===== src/rtl/fetch_ctrl_if.sv =====
// Instruction-memory request/ready bus between the fetch sequencer and the memory.
interface fetch_ctrl_if;
  logic        imem_req;
  logic [31:0] imem_addr;
  logic        imem_ready;
  logic [31:0] imem_rdata;

  modport master (
    output imem_req,
    output imem_addr,
    input  imem_ready,
    input  imem_rdata
  );

  modport slave (
    input  imem_req,
    input  imem_addr,
    output imem_ready,
    output imem_rdata
  );
endinterface


===== src/rtl/fetch_ctrl.sv =====
// Instruction-fetch sequencer: owns the PC, issues fetches, drives IF freeze/flush.
// Optional FETCH_STALL_CNT_EN adds saturating stall_cycles/discard_count counters.
module fetch_ctrl #(
  parameter logic [31:0] RESET_PC = 32'h0000_0000,
  parameter logic [31:0] PC_STEP  = 32'd4
) (
  input  logic                clk,
  input  logic                rst,
  fetch_ctrl_if.master        imem,
  input  logic                hazard,
  input  logic                branch_taken,
  input  logic [31:0]         branch_addr,
  output logic [31:0]         pc_out,
  output logic [31:0]         inst_out,
  output logic                if_freeze,
`ifdef FETCH_STALL_CNT_EN
  output logic [31:0]         stall_cycles,
  output logic [15:0]         discard_count,
`endif
  output logic                if_flush
);

  localparam logic [1:0] FETCH   = 2'd0;
  localparam logic [1:0] HOLD    = 2'd1;
  localparam logic [1:0] DISCARD = 2'd2;

  logic [1:0]  state_q, state_d;
  logic [31:0] pc_q, pc_d;
  logic [31:0] buf_q, buf_d;
  logic [31:0] stale_q, stale_d;
  logic [31:0] pc_next;
  logic        drop;

  assign pc_next = pc_q + PC_STEP;

  always_comb begin
    state_d        = state_q;
    pc_d           = pc_q;
    buf_d          = buf_q;
    stale_d        = stale_q;
    imem.imem_req  = 1'b0;
    imem.imem_addr = pc_q;
    pc_out         = 32'd0;
    inst_out       = 32'd0;
    if_freeze      = 1'b1;
    if_flush       = 1'b0;
    drop           = 1'b0;

    case (state_q)
      FETCH: begin
        imem.imem_req = 1'b1;
        if (branch_taken) begin
          if_flush  = 1'b1;
          if_freeze = 1'b0;
          pc_d      = branch_addr;
          if (imem.imem_ready) begin
            drop = 1'b1;
          end else begin
            // Request can't be aborted; remember its address for the drain.
            stale_d = pc_q;
            state_d = DISCARD;
          end
        end else if (imem.imem_ready) begin
          if (hazard) begin
            buf_d   = imem.imem_rdata;
            state_d = HOLD;
          end else begin
            if_freeze = 1'b0;
            inst_out  = imem.imem_rdata;
            pc_out    = pc_next;
            pc_d      = pc_next;
          end
        end
      end

      HOLD: begin
        if (branch_taken) begin
          if_flush  = 1'b1;
          if_freeze = 1'b0;
          pc_d      = branch_addr;
          state_d   = FETCH;
        end else if (!hazard) begin
          if_freeze = 1'b0;
          inst_out  = buf_q;
          pc_out    = pc_next;
          pc_d      = pc_next;
          state_d   = FETCH;
        end
      end

      DISCARD: begin
        imem.imem_req  = 1'b1;
        imem.imem_addr = stale_q;
        if (branch_taken) begin
          if_flush  = 1'b1;
          if_freeze = 1'b0;
          pc_d      = branch_addr;
        end
        if (imem.imem_ready) begin
          drop    = 1'b1;
          state_d = FETCH;
        end
      end

      default: state_d = FETCH;
    endcase
  end

  always_ff @(posedge clk or negedge rst) begin
    if (!rst) begin
      state_q <= FETCH;
      pc_q    <= RESET_PC;
      buf_q   <= 32'd0;
      stale_q <= 32'd0;
    end else begin
      state_q <= state_d;
      pc_q    <= pc_d;
      buf_q   <= buf_d;
      stale_q <= stale_d;
    end
  end

`ifdef FETCH_STALL_CNT_EN
  always_ff @(posedge clk or negedge rst) begin
    if (!rst) begin
      stall_cycles  <= 32'd0;
      discard_count <= 16'd0;
    end else begin
      if (if_freeze && (stall_cycles != '1)) stall_cycles <= stall_cycles + 32'd1;
      if (drop && (discard_count != '1))     discard_count <= discard_count + 16'd1;
    end
  end
`else
  logic unused_drop;
  assign unused_drop = drop;
`endif

endmodule


===== src/flat_wrapper.sv =====
// flat-port wrapper written by rule: the top's interface ports become plain ports
module fetch_ctrl_flat 
#(
  parameter logic [31:0] RESET_PC = 32'h0000_0000,
  parameter logic [31:0] PC_STEP  = 32'd4
)
  (clk, rst, hazard, branch_taken, branch_addr, pc_out, inst_out, if_freeze, if_flush, imem_imem_req, imem_imem_addr, imem_imem_ready, imem_imem_rdata);
  fetch_ctrl_if imem_i ();
  input  logic clk;
  input  logic rst;
  input  logic hazard;
  input  logic branch_taken;
  input  logic [31:0] branch_addr;
  output logic [31:0] pc_out;
  output logic [31:0] inst_out;
  output logic if_freeze;
  output logic if_flush;
  output wire logic [$bits(imem_i.imem_req)-1:0] imem_imem_req;
  output wire logic [$bits(imem_i.imem_addr)-1:0] imem_imem_addr;
  input wire logic [$bits(imem_i.imem_ready)-1:0] imem_imem_ready;
  input wire logic [$bits(imem_i.imem_rdata)-1:0] imem_imem_rdata;
  assign imem_imem_req = imem_i.imem_req;
  assign imem_imem_addr = imem_i.imem_addr;
  assign imem_i.imem_ready = imem_imem_ready;
  assign imem_i.imem_rdata = imem_imem_rdata;
  fetch_ctrl #(.RESET_PC(RESET_PC), .PC_STEP(PC_STEP)) u_core (.clk(clk), .rst(rst), .imem(imem_i), .hazard(hazard), .branch_taken(branch_taken), .branch_addr(branch_addr), .pc_out(pc_out), .inst_out(inst_out), .if_freeze(if_freeze), .if_flush(if_flush));
endmodule

===== config.mk =====
export PLATFORM = sky130hd
export DESIGN_NAME = fetch_ctrl_flat
export DESIGN_NICKNAME = d
export VERILOG_FILES = /design/src/rtl/fetch_ctrl_if.sv /design/src/rtl/fetch_ctrl.sv /design/src/flat_wrapper.sv
export SDC_FILE = /design/constraint.sdc
export NUM_CORES = 1
export LEC_CHECK = 0
export ABC_AREA = 1
export CELL_PAD_IN_SITES_DETAIL_PLACEMENT = 1
export CELL_PAD_IN_SITES_GLOBAL_PLACEMENT = 2
export CORE_MARGIN = 2
export CORE_UTILIZATION = 28
export CTS_CLUSTER_DIAMETER = 150
export DETAILED_ROUTE_END_ITERATION = 8
export HOLD_SLACK_MARGIN = 0.02
export PLACE_DENSITY = 0.91
export SKIP_LAST_GASP = 1
export SLEW_MARGIN = 20
export SYNTH_ARGS = -nofsm -noshare
export SYNTH_HDL_FRONTEND = slang
export SYNTH_SLANG_ARGS = --single-unit

===== constraint.sdc =====
create_clock -name clk -period 3.5 [get_ports clk]
set_clock_uncertainty 0.1 [all_clocks]
set_input_delay 0.7 -clock clk [delete_from_list [all_inputs] [get_ports clk]]
set_output_delay 0.7 -clock clk [all_outputs]
set_load 0.02 [all_outputs]

# Yosys cells after proc, flatten, opt, wreduce, memory -nomap -nowiden
# Cells that the tools add are included.
[op_classes] mux=35 add_sub_neg=1 n_eq_ne=8 bitwise=2 n_reduce_logical=8
[ops] cell="32-bit two-way mux" count=15
[ops] cell="32-bit case mux with 2 select lines" count=2
[ops] cell="32-bit case mux with 3 select lines" count=1
[ops] cell="32-bit by 3-bit adder with 32-bit output (second input constant)" count=1
[ops] cell="2-bit two-way mux" count=7
[ops] cell="3-bit != test (second input constant)" count=4
[ops] cell="1-bit two-way mux" count=8
[ops] cell="2-bit case mux with 3 select lines" count=1
[ops] cell="3-bit AND reduction" count=2
[ops] cell="5-bit AND reduction" count=1
[ops] cell="2-bit != test (second input constant)" count=2
[ops] cell="4-bit AND reduction" count=1
[ops] cell="1-bit case mux with 3 select lines" count=1
[ops] cell="3-bit nonzero test" count=1
[ops] cell="3-bit OR reduction" count=1
[ops] cell="2-bit by 1-bit == test with 1-bit output (second input constant)" count=1
[ops] cell="2-bit == test (second input constant)" count=1
[ops] cell="2-bit logical NOT" count=1
[ops] cell="1-bit NOT" count=2
[ops] cell="2-bit OR reduction" count=1
[word_totals] in_bits=69 regBits=98

# Longest topological paths before layout
[logic_depth] depth_word=5 depth_mapped=10

# Worst setup path before layout
# OpenSTA, ideal clock, no wires.
[synth_timing] kind="input-to-output" start="in hazard" end="out pc_out[23]" slack_ps=1038 arrival_time_ps=1662 cell_stages=4 path_cell_list="nor4_1 > inv_1 > clkbuf_1 > a21oi_1"
[synth_via] elab_chain_cells=4 word_cells_on_any_way=5 cone_classes="mux (5)"
[synth_rtl] element="from (decl)" line="flat_wrapper.sv:11" source="input logic hazard;"
[synth_rtl] element="32-bit two-way mux (*)" line="fetch_ctrl.sv:64, fetch_ctrl.sv:82"
[synth_rtl] element="32-bit two-way mux" line="fetch_ctrl.sv:63" source="end else if (imem.imem_ready) begin"
[synth_rtl] element="32-bit two-way mux" line="fetch_ctrl.sv:52" source="if (branch_taken) begin"
[synth_rtl] element="32-bit case mux with 2 select lines (*)" line="fetch_ctrl.sv:49" source="case (state_q)"
[synth_rtl] element="to (decl)" line="flat_wrapper.sv:14" source="output logic [31:0] pc_out;"
# Mark *: on every way between the ends. The rest lies on a longest branch, timed or not.

# Final worst setup path
[layout_timing] start="in imem_imem_ready" end="out pc_out[13]"
[layout_via] elab_chain_cells=3
[layout_rtl] element="from (decl)" line="flat_wrapper.sv:20" source="input wire logic [$bits(imem_i.imem_ready)-1:0] imem_imem_ready;"
[layout_rtl] element="32-bit two-way mux" line="fetch_ctrl.sv:63"
[layout_rtl] element="32-bit two-way mux" line="fetch_ctrl.sv:52"
[layout_rtl] element="32-bit case mux with 2 select lines" line="fetch_ctrl.sv:49"
# No other way between the ends.

==> results by group <==
Placement
  – Placed insts: ~1300
  – Post-place setup slack: -104 ps
  – Detailed placement HPWL: between 15000 and 20000 µm
  – GPL Wtd Cong: between 0.8 and 0.9
  – Buffers on Ports: about 170

Critical path
  – Critical Path Source Type: input pin
  – R2r worst-path depth: 10
  – Setup crit end: pc_out[13]
  – Crit Path Class: input pin to output port
  – Reg2reg end: u_core.pc_q[10]
  – Worst R2R Setup Slack: 1070 ps
  – CP startpoint: imem_imem_ready
  – Critical Path AT: 2650 ps
  – Critical path capture point type: output port
  – Worst R2R Start: u_core.state_q[1]
  – Worst Path Max Fanout: 17
  – Data required time of the worst path: 2700 ps

Clock network
  – Clock buffer depth: 2
  – CTS Sinks: 98
  – CTS Buf Count: 9
  – Hold_buf cts: 0
  – TritonCTS clock tree: built
  – Clock slew at reported path FFs: roughly 70 ps
  – CTS root buf: clkbuf_16
  – H-tree depth: 3
  – Worst skew pair latency: ~350 ps

Detailed routing
  – DR iter-0 viols: around 210
  – 1st-pass router iterations: 4
  – Post-route ant nets: 0
  – Routed len/inst: 16.0 µm
  – Post-route DRC: 0
  – Via-per-instance ratio: approximately 4.7
  – Vias: roughly 6000
  – Routed WL: about 20000 µm

Floorplanning
  – Chip width: between 100 and 150 µm
  – Row count: between 50 and 60
  – CORE AREA: 0.0202 mm²
  – Die height: between 100 and 150 µm
  – Initial core utilization: between 20 and 30%
  – Die area: 0.0218 mm²
  – Ports: 168

STA
  – Period utilization: 98.6%
  – RSZ-0062 raised after global routing: true
  – Setup violators final: 0
  – Worst-case headroom to the max-slew limit: ~50%
  – F_max: roughly 290 MHz
  – Post-layout minimum cycle time: ~3500 ps
  – Worst Tran Pin Value: ~750 ps
  – Setup WS post-layout: 48.8 ps
  – Hold Vio Cnt, Final: 0
  – Slew Viols, Final: 0

Finish
  – P&R area growth vs syn: 43.4%
  – Commonest non-fill, non-tap cell in the layout: nand2_1
  – Commonest cells after routing, fill and taps aside: nand2_1, o21ai_0, clkdlybuf4s50_1
  – Antenna diode count: 0
  – Non-filler instance count after layout: 1278
  – Layout cells sized above 1: between 6 and 7%
  – Final #Nets: approximately 1100
  – Fillers: about 2600

Power and ir drop
  – Pleak: around 4.5 nW
  – Cell area power density: about 570 mW/mm²
  – Peak supply drop: 249 µV

Global routing
  – Tot GR Track Use: 19.1%
  – Global route overflow: 0
  – Initial antenna violation count: 2
  – First-pass GRT wire length: about 33000 µm
  – Largest net degree at the start of global routing: 67
  – Vias in the first global route: approximately 6200

Job
  – Max-Cap Viols: 0

Yosys
  – Synthesis warning total: 0
  – Seq cells post-synth: 98
  – Sequential area share after synthesis: a little over two fifths
  – Net count after synthesis: 912
  – Avg Inst Size Synth: 6.85 µm²
  – Synthesized area: ~0.0058 mm²
  – Distinct cells, synth: 29
  – Syn Inst Count: about 840

Outcome
  – Outcome: complete, no violations

Min path
  – Hold Path Class: input pin to async pin
[cell usage after synthesis]
library cell	count	area, µm²
a21oi_1	21	105
a21oi_2	1	8.76
and2_1	2	12.5
buf_2	16	80.1
buf_6	4	45.0
clkbuf_1	22	82.6
clkbuf_2	1	5.00
dfrtp_1	98	2450
ha_1	1	12.5
inv_1	80	300
inv_2	5	18.8
mux2_2	1	11.3
nand2_1	239	897
nand2_4	2	22.5
nand3_1	67	335
nand3_2	2	20.0
nand3b_1	1	7.51
nor2_1	95	357
nor2_2	3	18.8
nor2_4	5	56.3
nor3_1	1	5.00
nor4_1	1	6.26
o211ai_1	2	15.0
o21ai_0	149	746
o21ai_1	15	75.1
o22ai_2	1	12.5
o31ai_1	1	7.51
xnor2_1	1	8.76
xor2_1	5	43.8
[where the power goes]
group          internal, mW  switching (mW)
Clock                 0.649           0.453
Combinational         0.724            1.11
Sequential             1.49           0.290
[metrics by stage]
| stage | hold WS [ps] | power (mW) | area (µm²) | utilization [%] | TNS, ps |
|---|---|---|---|---|---|
| floorplan | 304 | 2.82 | 5770 | - | 0 |
| global placement | 365 | 3.61 | 7820 | 38.6 | -250 |
| detailed placement | 373 | 3.66 | 7820 | 38.6 | -1570 |
| CTS | 345 | 4.79 | 8140 | 40.2 | 0 |
| global route | 370 | 5.08 | 8270 | 40.9 | -110 |
| finish | 302 | 4.72 | 8270 | 40.9 | 0 |
[flip-flops by register name (all words and copies together), names as in the netlist]
| register | flops |
|---|---|
| u_core.state_q | 2 |
| u_core.stale_q | 32 |
| u_core.buf_q | 32 |
| u_core.pc_q | 32 |
[worst max-delay path: stages]
cell and delay, ps:
clkdlybuf4s50_1 530, nor2_1 90, nor4_2 220, inv_1 90, buf_4 220, a21oi_1 170, clkdlybuf4s50_1 620
[cell type report]
class                   count  area (µm²)  share of cell area, %
multi-input cells         616        2800                   33.8
clock inverters             4        73.8                  0.892
repair buffers            193        2040                   24.7
well taps                 270         338                   4.08
inverters                  85         319                   3.86
clock buffers              12         246                   2.98
flip-flops and latches     98        2450                   29.6
[metal layers]
layer  part of all wire (%)  vias up  track usage, %
met3                    6.2       19            4.97
met4                    1.4        4            5.00
met2                     47      137            31.4
met1                     45     2858            25.1
li1                       -     3015               -
met5                   0.13        -               0
[cells by family after synthesis]
| group | synth area share (%) |
|---|---|
| adder cells (fa/ha/maj) | 0.217 |
| multiplexers | 0.195 |
| buffers and inverters | 9.22 |
| XOR/XNOR | 0.911 |
| AND/OR/NAND/NOR | 30.1 |
| flip-flops | 42.5 |
| AO/OA/AOI/OAI | 16.8 |
[repair_timing]
| item | CTS | global route |
|---|---|---|
| gates resized for setup | 1 | 52 |
| buffers inserted | 0 | 0 |
| endpoints found under the setup margin | 31 | 53 |
| pin swaps | 0 | 0 |
[how the worst min path moves through the flow]
stage / start / endpoint / slack [ps] / depth (start not counted)
floorplan: rst / u_core.buf_q[0] / 300 / 0
global placement: u_core.buf_q[4] / u_core.buf_q[4] / 370 / 2
detailed placement: u_core.stale_q[28] / u_core.stale_q[28] / 370 / 2
CTS: rst / u_core.stale_q[27] / 350 / 1
global route: rst / u_core.pc_q[27] / 370 / 1
finish: rst / u_core.pc_q[27] / 300 / 1
No activity file was read; power rests on OpenSTA's default activity.
==> variant (same flow settings) <==
Change the localparam `HOLD` from 2'd1 to 2'd0.
--- a/src/rtl/fetch_ctrl.sv
+++ b/src/rtl/fetch_ctrl.sv
@@ -21,7 +21,7 @@
 );
 
   localparam logic [1:0] FETCH   = 2'd0;
-  localparam logic [1:0] HOLD    = 2'd1;
+  localparam logic [1:0] HOLD    = 2'd0;
   localparam logic [1:0] DISCARD = 2'd2;
 
   logic [1:0]  state_q, state_d;
Function: changed (a bounded check fails within 4 cycles, from zero or initial values and one cycle with rst low).
==> variant against the unedited design <==
Design area is 21% lower; largest cell class unchanged; highest routed layer is now met4; worst setup slack better by 0.086 ns; critical endpoint is now inst_out[22]; sequential cell count decreased by 33; via count is 21% lower; area after synthesis down 24%; critical path type unchanged; fmax is 2.6% higher; wire length fell by 22%.
Power is not compared: it rests on default switching activity, and its combinational part moved more than twofold at a synthesized area within 25%.
==> variant: results (changes against the unedited design) <==
The beginning of the critical path is branch_taken. The tools report the met2 wire length as 7.60 mm (-21%). The max-slew headroom at the worst pin came out at 49.3% (-0.81 points). The average cell area after synthesis works out to 6.84 um2 (-0.17%).

The cell depth of the worst flop-to-flop path is 5 (-5), and the clock buffer count in the final layout is 13 (+1). The run gives 1.00 mm (-21%) as the sum of met3 wire segment lengths after detailed routing. Met1 track utilization from global routing: 24.6% (-0.48 points). For the number of instances resized during post-cts repair, the log shows 0 (-1). Arrival time at the worst endpoint: 2.56 ns (-0.09 ns). Sequential fraction of total cell area: 24.8% (-4.9 points).

The highest layer touched by signal routing is met4. Sorting the synthesized cells by how often they occur yields nand2_1, nor2_1, o21ai_0. The run gives 70 (+4.5%) as the largest net degree at the start of global routing. Routing usage on met2: 34.0% (+2.5 points). The routed wirelength normalized by instance count works out to 15.8 um (-1.1%). The final-layout non-clock buffer area share is 27.6% (+2.9 points), and the cell total after placement is 997 (-21%).

The weighted congestion at the end of routability-driven global placement came out at 0.849 (+2.8%). The endpoint identified for the worst register-to-register timing path is u_core.stale_q[14]. The number of different library cells in the post-synthesis netlist was 34 (+17%).

The highest net fanout along the worst path came out at 38 (+21). The length of routed wiring on met1 came out at 7.12 mm (-23%). The run finished with clean final reports. For the HPWL after detailed placement, the log shows 12.3 mm (-19%). The met3 global-route usage was 4.87% (-0.097 points); the iteration-0 DRC count of the detailed router was 181 (-14%).

The number of buffers inserted by port buffering was 166 (-0.60%). The run gives 464 (-25%) as the multi-input combinational cell count. The final cycle utilization of the critical path was 96.1% (-2.5 points); the post-place setup slack was 0.0978 ns (+0.202 ns). The tools report the total standard cell area after synthesis as 4380 um2 (-24%).

For the net count of the mapped netlist, the log shows 710 (-22%). The tools report the sequential area share after synthesis as 37.2% (-5.4 points). The largest registers in the layout are u_core.pc_q x32, u_core.stale_q x32, u_core.state_q x1. The share of layout cells above drive strength 1 was 10.5% (+4.0 points). The number of storage elements in the synthesis netlist was 65 (-34%). After synthesis, the cell types taking the most area are dfrtp_1, nand2_1, nor2_1.
==> variant: cell count changes in the layout (fill, tap and decap cells not counted), sizes merged, moves of 9 or more <==
| cell | unedited run | this run |
|---|---|---|
| inv | 86 | 77 |
| nor2 | 103 | 121 |
| a22oi | 0 | 10 |
| o21ai | 164 | 84 |
| a21oi | 22 | 36 |
| nand3 | 69 | 39 |
| clkdlybuf4s50 | 114 | 163 |
| dfrtp | 98 | 65 |
| nand2 | 241 | 158 |
| buf | 27 | 15 |
| dlymetal6s2s | 52 | 2 |
==> variant: cell families (layout without fill, tap and decap cells) <==
| family | Yosys count | in the layout | share of synthesized area [%] |
|---|---|---|---|
| compound gates | 138 | 138 | 18.4 |
| buf+inv | 111 | 273 | 10.6 |
| fa+ha+maj | 1 | 1 | 0.286 |
| other cells | 1 | 1 | 0.0857 |
| xor+xnor | 1 | 1 | 0.200 |
| flops | 65 | 65 | 37.2 |
| simple gates | 323 | 323 | 33.3 |
